<file path="src/rtl/wwd_display_if.sv">
// CPU observation bus into the board display block: WWD capture, live register
// view and PC byte in; segment, anode, LED and strobe-count outputs back out.
interface wwd_display_if #(
  parameter int WORD_SIZE = 16
);
  logic                 wwd_strobe;
  logic [WORD_SIZE-1:0] wwd_data;
  logic [WORD_SIZE-1:0] live_data;
  logic                 show_live;
  logic [7:0]           pc_low;
  logic [1:0]           hist_sel;
  logic [6:0]           seg_n;
  logic [3:0]           an_n;
  logic [7:0]           led;
  logic [7:0]           wwd_cnt;

  modport master (
    output wwd_strobe, wwd_data, live_data, show_live, pc_low, hist_sel,
    input  seg_n, an_n, led, wwd_cnt
  );

  modport slave (
    input  wwd_strobe, wwd_data, live_data, show_live, pc_low, hist_sel,
    output seg_n, an_n, led, wwd_cnt
  );
endinterface

</file>
<file path="src/rtl/wwd_display.sv">
// Holds WWD results and drives a 4-digit multiplexed hex display plus LED bank.
// Define WWD_HISTORY_EN to keep the last four WWD words selectable by hist_sel.
module wwd_display #(
  parameter int REFRESH_DIV = 50000,
  parameter int WORD_SIZE   = 16
) (
  input  logic         clk,
  input  logic         reset_cpu,
  wwd_display_if.slave bus
);

  localparam int DIV_W = (REFRESH_DIV > 1) ? $clog2(REFRESH_DIV) : 1;
  localparam logic [DIV_W-1:0] DIV_LAST = DIV_W'(REFRESH_DIV - 1);

  logic [DIV_W-1:0]     divCnt_q, divCnt_d;
  logic [1:0]           digitIdx_q, digitIdx_d;
  logic [7:0]           wwdCnt_q;
  logic [7:0]           led_q;
  logic [6:0]           seg_q, seg_d;
  logic [3:0]           an_q, an_d;
  logic [WORD_SIZE-1:0] heldWord;
  logic                 heldValid;
  logic [15:0]          dispWord;
  logic                 blank;
  logic [3:0]           nibble;

  function automatic logic [6:0] hexToSeg(input logic [3:0] value);
    case (value)
      4'h0: hexToSeg = 7'b1000000;
      4'h1: hexToSeg = 7'b1111001;
      4'h2: hexToSeg = 7'b0100100;
      4'h3: hexToSeg = 7'b0110000;
      4'h4: hexToSeg = 7'b0011001;
      4'h5: hexToSeg = 7'b0010010;
      4'h6: hexToSeg = 7'b0000010;
      4'h7: hexToSeg = 7'b1111000;
      4'h8: hexToSeg = 7'b0000000;
      4'h9: hexToSeg = 7'b0010000;
      4'hA: hexToSeg = 7'b0001000;
      4'hB: hexToSeg = 7'b0000011;
      4'hC: hexToSeg = 7'b1000110;
      4'hD: hexToSeg = 7'b0100001;
      4'hE: hexToSeg = 7'b0000110;
      default: hexToSeg = 7'b0001110;
    endcase
  endfunction

`ifdef WWD_HISTORY_EN
  logic [WORD_SIZE-1:0] hist_q [4];
  logic [1:0]           wrPtr_q;
  logic [2:0]           fill_q;
  logic [1:0]           rdIdx;

  always_ff @(posedge clk or posedge reset_cpu) begin
    if (reset_cpu) begin
      for (int i = 0; i < 4; i++) hist_q[i] <= '0;
      wrPtr_q <= 2'd0;
      fill_q  <= 3'd0;
    end else if (bus.wwd_strobe) begin
      hist_q[wrPtr_q] <= bus.wwd_data;
      wrPtr_q         <= wrPtr_q + 2'd1;
      if (fill_q != 3'd4) fill_q <= fill_q + 3'd1;
    end
  end

  // The newest entry sits just behind the write pointer; hist_sel walks further back.
  always_comb begin
    rdIdx     = wrPtr_q - 2'd1 - bus.hist_sel;
    heldWord  = hist_q[rdIdx];
    heldValid = ({1'b0, bus.hist_sel} < fill_q);
  end
`else
  logic [WORD_SIZE-1:0] heldWord_q;
  logic                 valid_q;
  logic                 unusedHistSel;

  always_ff @(posedge clk or posedge reset_cpu) begin
    if (reset_cpu) begin
      heldWord_q <= '0;
      valid_q    <= 1'b0;
    end else if (bus.wwd_strobe) begin
      heldWord_q <= bus.wwd_data;
      valid_q    <= 1'b1;
    end
  end

  assign heldWord      = heldWord_q;
  assign heldValid     = valid_q;
  assign unusedHistSel = ^bus.hist_sel;
`endif

  always_comb begin
    divCnt_d   = divCnt_q + DIV_W'(1);
    digitIdx_d = digitIdx_q;
    if (divCnt_q == DIV_LAST) begin
      divCnt_d   = '0;
      digitIdx_d = digitIdx_q + 2'd1;
    end
  end

  // Segment and anode values are computed together from the current index so
  // both registers always describe the same digit.
  always_comb begin
    dispWord = 16'h0000;
    blank    = 1'b0;
    if (bus.show_live) begin
      dispWord = bus.live_data[15:0];
    end else begin
      dispWord = heldWord[15:0];
      blank    = !heldValid;
    end
    nibble = dispWord[{digitIdx_q, 2'b00} +: 4];
    seg_d  = blank ? 7'h7F : hexToSeg(nibble);
    an_d   = blank ? 4'hF : ~(4'b0001 << digitIdx_q);
  end

  always_ff @(posedge clk or posedge reset_cpu) begin
    if (reset_cpu) begin
      divCnt_q   <= '0;
      digitIdx_q <= 2'd0;
      wwdCnt_q   <= 8'd0;
      led_q      <= 8'd0;
      seg_q      <= 7'h7F;
      an_q       <= 4'hF;
    end else begin
      divCnt_q   <= divCnt_d;
      digitIdx_q <= digitIdx_d;
      led_q      <= bus.pc_low;
      seg_q      <= seg_d;
      an_q       <= an_d;
      if (bus.wwd_strobe) wwdCnt_q <= wwdCnt_q + 8'd1;
    end
  end

  assign bus.seg_n   = seg_q;
  assign bus.an_n    = an_q;
  assign bus.led     = led_q;
  assign bus.wwd_cnt = wwdCnt_q;

endmodule

</file>
<file path="src/flat_wrapper.sv">
// flat-port wrapper written by rule: the top's interface ports become plain ports
module wwd_display_flat 
#(
  parameter int REFRESH_DIV = 50000,
  parameter int WORD_SIZE   = 16
)
  (clk, reset_cpu, bus_wwd_strobe, bus_wwd_data, bus_live_data, bus_show_live, bus_pc_low, bus_hist_sel, bus_seg_n, bus_an_n, bus_led, bus_wwd_cnt);
  wwd_display_if #(.WORD_SIZE(WORD_SIZE)) bus_i ();
  input  logic clk;
  input  logic reset_cpu;
  input wire logic [$bits(bus_i.wwd_strobe)-1:0] bus_wwd_strobe;
  input wire logic [$bits(bus_i.wwd_data)-1:0] bus_wwd_data;
  input wire logic [$bits(bus_i.live_data)-1:0] bus_live_data;
  input wire logic [$bits(bus_i.show_live)-1:0] bus_show_live;
  input wire logic [$bits(bus_i.pc_low)-1:0] bus_pc_low;
  input wire logic [$bits(bus_i.hist_sel)-1:0] bus_hist_sel;
  output wire logic [$bits(bus_i.seg_n)-1:0] bus_seg_n;
  output wire logic [$bits(bus_i.an_n)-1:0] bus_an_n;
  output wire logic [$bits(bus_i.led)-1:0] bus_led;
  output wire logic [$bits(bus_i.wwd_cnt)-1:0] bus_wwd_cnt;
  assign bus_i.wwd_strobe = bus_wwd_strobe;
  assign bus_i.wwd_data = bus_wwd_data;
  assign bus_i.live_data = bus_live_data;
  assign bus_i.show_live = bus_show_live;
  assign bus_i.pc_low = bus_pc_low;
  assign bus_i.hist_sel = bus_hist_sel;
  assign bus_seg_n = bus_i.seg_n;
  assign bus_an_n = bus_i.an_n;
  assign bus_led = bus_i.led;
  assign bus_wwd_cnt = bus_i.wwd_cnt;
  wwd_display #(.REFRESH_DIV(REFRESH_DIV), .WORD_SIZE(WORD_SIZE)) u_core (.clk(clk), .reset_cpu(reset_cpu), .bus(bus_i));
endmodule
</file>
<file path="config.mk">
export PLATFORM = sky130hd
export DESIGN_NAME = wwd_display_flat
export DESIGN_NICKNAME = d
export VERILOG_FILES = /design/src/rtl/wwd_display_if.sv /design/src/rtl/wwd_display.sv /design/src/flat_wrapper.sv
export SDC_FILE = /design/constraint.sdc
export NUM_CORES = 1
export LEC_CHECK = 0
export CAP_MARGIN = 40
export CORE_ASPECT_RATIO = 0.6
export CORE_MARGIN = 3
export CORE_UTILIZATION = 53
export CTS_BUF_LIST = sky130_fd_sc_hd__clkbuf_8 sky130_fd_sc_hd__clkbuf_16
export CTS_CLUSTER_DIAMETER = 30
export CTS_CLUSTER_SIZE = 24
export DETAILED_ROUTE_END_ITERATION = 6
export GPL_ROUTABILITY_DRIVEN = 0
export PLACE_DENSITY = 0.83
export SLEW_MARGIN = 10
export SYNTH_ARGS = -nofsm -noshare
export SYNTH_HDL_FRONTEND = slang
export SYNTH_SLANG_ARGS = --single-unit
</file>
<file path="constraint.sdc">
create_clock -name clk -period 5.1 [get_ports clk]
set_input_delay 0.765 -clock clk [delete_from_list [all_inputs] [get_ports clk]]
set_output_delay 0.765 -clock clk [all_outputs]
set_load 0.01 [all_outputs]
</file>
==> metrics.md <==
| Metric | Value |
|---|---|
| Outcome | finished, final reports clean |
| Crit path max fanout | 10 |
| Placed Cells | 358 |
| Clock buffer count from CTS | 9 |
| Core area | 0.00513 sq mm |
| Cts-stage hold buffer count | 0 |
| CTS resizes | 0 |
| Lkg Pwr | 1.65 nW |
| Unrepaired setup endpoints after global routing | no |
| Reg-to-Reg End | u_core.bus.seg_n[3]$_DFF_PP1_ |
| WL final | 5810 um |
| Most frequent cells in the layout | clkdlybuf4s50_1, dfrtp_1, mux2_2 |
| Die X | 101 um |
| Vias in the first global route | 2035 |
| Min-delay src | u_core.bus.wwd_cnt[7]$_DFFE_PP0P_ |
| Sequential cell area | 0.00157 sq mm |
| Initial antenna violation count | 0 |
| Post-route ant nets | 0 |
| CP Buf/Inv Count | 2 |
| Hold WC Path Type | register to register |
| Max IR drop VDD | 0.000267 V |
| Commonest non-fill, non-tap cell in the layout | clkdlybuf4s50_1 |
| Max clock buf depth | 2 |
| CTS tree | built |
| I/O pins | 73 |
| Count of antenna diodes in the layout | 0 |
| Cell count after synthesis | 229 |
| Power Density | 357 mW/mm^2 |
| Fin crit period | 2.92 ns |
| Worst setup EP type | register |
| Final Slew Violations | 0 |
| Sw Ratio | 25.1% |
| Clock transition at path regs | 0.07 ns |
| Fmax | 0.342 GHz |
| Vias | 2011 |
| Critical path data required time | 5.33 ns |
| Routed wl met2 | 2660 um |
| Warning count from the yosys run | 0 |
| # Post-CTS Setup Buffers | 0 |
| NetSw | 0.346 mW |
| R2R depth | 7 |
| Top_reg_cell synth | dfrtp_1 |
| Worst skew pair latency | 0.34 ns |
| Comb pwr share | 18.8% |
| Largest stage delay on the critical path | 0.81 ns |
| Multi-input logic area | 0.00123 sq mm |
| Post-synth ARST share | 100% |
| Final setup vio count | 0 |
| Critical Path, Cell by Cell | clkdlybuf4s50_1 -> mux2i_1 -> inv_1 -> ha_1 -> a21boi_0 -> a2111oi_2 -> a31oi_1 |
| Worst hold path stage count | 1 |
| Met3 WL | 540 um |
| Slew headroom | 58.0% |
| Sink Count | 62 |
| Total Routing Usage GR | 20.3% |
| First-pass iteration count of the detailed router | 5 |
| Number of max-cap violations | 0 |
| H-tree Lvls | 3 |
| Post-synthesis net count | 287 |
| Worst Tran Pin Value | 0.613 ns |
| Die area | 0.00636 sq mm |
| Final setup TNS | 0 ns |
| Worst Path Arrival | 3.15 ns |
| Worst R2R Setup Slack | 2.33 ns |
| Share of cells above drive strength 1 | 20.1% |
| Post-synth EDFFs | 0 |
| Slowest CP cell | clkdlybuf4s50_1 |
| Post-synthesis register bit count | 62 |
| Via density | 5.38 |
| Final hold vios | 0 |
| Startpoint Class | primary input |
| CTS root buf | clkbuf_8 |
| Family with the most delay on the worst path | buffers and inverters |
| Largest area contributor in the netlist | dfrtp_1 |
| Top cells by area, synth | dfrtp_1, dfstp_2, mux2_2 |
| Sequential power share | 43.3% |
| Hold_ws | 0.488 ns |
| Cell Count, Final, Fillers Out | 374 |
| Wirelength per Cell | 15.5 um |
| Crit Path Class | primary input to register |
| Fillers | 333 |
| Residual DRC | 0 |
| Grt ovf | 0 |
| M1 WL | 2580 um |
| Mapped Area | 0.00287 sq mm |
| Die Ht | 63.0 um |
| Final Cycle Share | 57.3% |
| Yosys cell types | 40 |
| Largest net degree at the start of global routing | 36 |
| Clock Power Share | 38.0% |
| Highest routed layer | met4 |
| Syn Area/Cell | 12.5 sq um |
| Layout Nets | 361 |
| Initial DRC Count | 130 |
| Clock Skew | 0.00941 ns |
| Origin of the critical flop-to-flop path | u_core.digitIdx_q[0]$_DFFE_PP0N_ |
| Initial core utilization | 55.9% |
| WHS Endpoint | u_core.bus.wwd_cnt[7]$_DFFE_PP0P_ |
| Internal cell power | 1.04 mW |
| Seq/Total Area, Yosys | 54.6% |
| Row count | 20 |
| Detailed placer's ending HPWL | 4180 um |
| Port bufs | 70 |
| Yosys top cell area share | 44.5% |
| Synth-to-Final Area Change | 34.9% |
| First-pass GRT wire length | 9950 um |
power groups by stage:
stage	combinational (mW)	clock, mW	sequential (mW)
global route	0.283	0.561	0.606
finish	0.259	0.525	0.598
global placement	0.252	0	0.602
detailed placement	0.259	0	0.606
CTS	0.263	0.537	0.598
floorplan	0.106	0	0.617
cell families after synthesis:
family / count (synthesis) / synth area share [%]
xor+xnor: 22 / 6.72
compound gates: 20 / 4.84
fa+ha+maj: 12 / 5.24
buf+inv: 15 / 2.44
simple gates: 66 / 11.2
mux: 32 / 15.0
flops: 62 / 54.6
flip-flops by register name, indices dropped and copies added, names as in the netlist:
register	cells
u_core.divCnt_q	16
u_core.heldWord	16
u_core.bus.led	8
u_core.bus.wwd_cnt	8
u_core.bus.seg_n	7
u_core.bus.an_n	4
u_core.digitIdx_q	2
u_core.heldValid	1
how the worst max path moves through the flow:
| stage | startpoint | endpoint | slack [ns] | cells after the start |
|---|---|---|---|---|
| after floorplan | bus_live_data[13] | u_core.bus.seg_n[3]$_DFF_PP1_ | 2.63 | 7 |
| after global placement | bus_show_live | u_core.bus.seg_n[0]$_DFF_PP1_ | 1.91 | 6 |
| after detailed placement | bus_show_live | u_core.bus.seg_n[3]$_DFF_PP1_ | 1.82 | 7 |
| after CTS | bus_show_live | u_core.bus.seg_n[3]$_DFF_PP1_ | 2.20 | 7 |
| after global routing | bus_show_live | u_core.bus.seg_n[3]$_DFF_PP1_ | 1.97 | 7 |
| final | bus_show_live | u_core.bus.seg_n[3]$_DFF_PP1_ | 2.18 | 7 |
Yosys cell counts, types with 4 or more instances:
cell type,n
mux2_2,18
nand3_1,9
nand4_1,4
xnor2_1,11
mux4_2,6
or2_2,4
dfrtp_1,51
o21ai_0,4
xor2_1,11
inv_1,6
nand2_1,17
nor2_1,17
mux2i_1,7
ha_1,12
dfstp_2,11
metrics by stage:
stage	instance area [sq um]	util (%)	setup slack (ns)	power, mW
after CTS	3870	75.4	2.20	1.40
after detailed placement	3630	70.7	1.82	0.865
final	3870	75.4	2.18	1.38
after floorplan	2870	-	2.63	0.723
after global routing	3870	75.4	1.97	1.45
after global placement	3610	70.4	1.91	0.854
per-layer routing:
layer | vias up | GRT usage [%]
met3 | 5 | 10.0
li1 | 946 | -
met4 | 0 | 3.98
met1 | 988 | 26.9
met2 | 72 | 30.4
met5 | - | 0
cell type report:
| type | instances | area share [%] |
|---|---|---|
| flip-flops and latches | 62 | 40.4 |
| well taps | 66 | 2.13 |
| clock inverters | 7 | 3.10 |
| repair buffers | 72 | 18.7 |
| multi-input cells | 152 | 31.8 |
| clock buffers | 9 | 3.20 |
| inverters | 6 | 0.582 |
worst reg2reg max path, cell delays in order (launching register included):
cell and delay, ns:
dfrtp_1 0.63, mux4_2 0.57, mux2i_1 0.47, inv_1 0.18, ha_1 0.23, a21boi_0 0.16, a2111oi_2 0.35, a31oi_1 0.09
(Power assumes the default switching activity.)
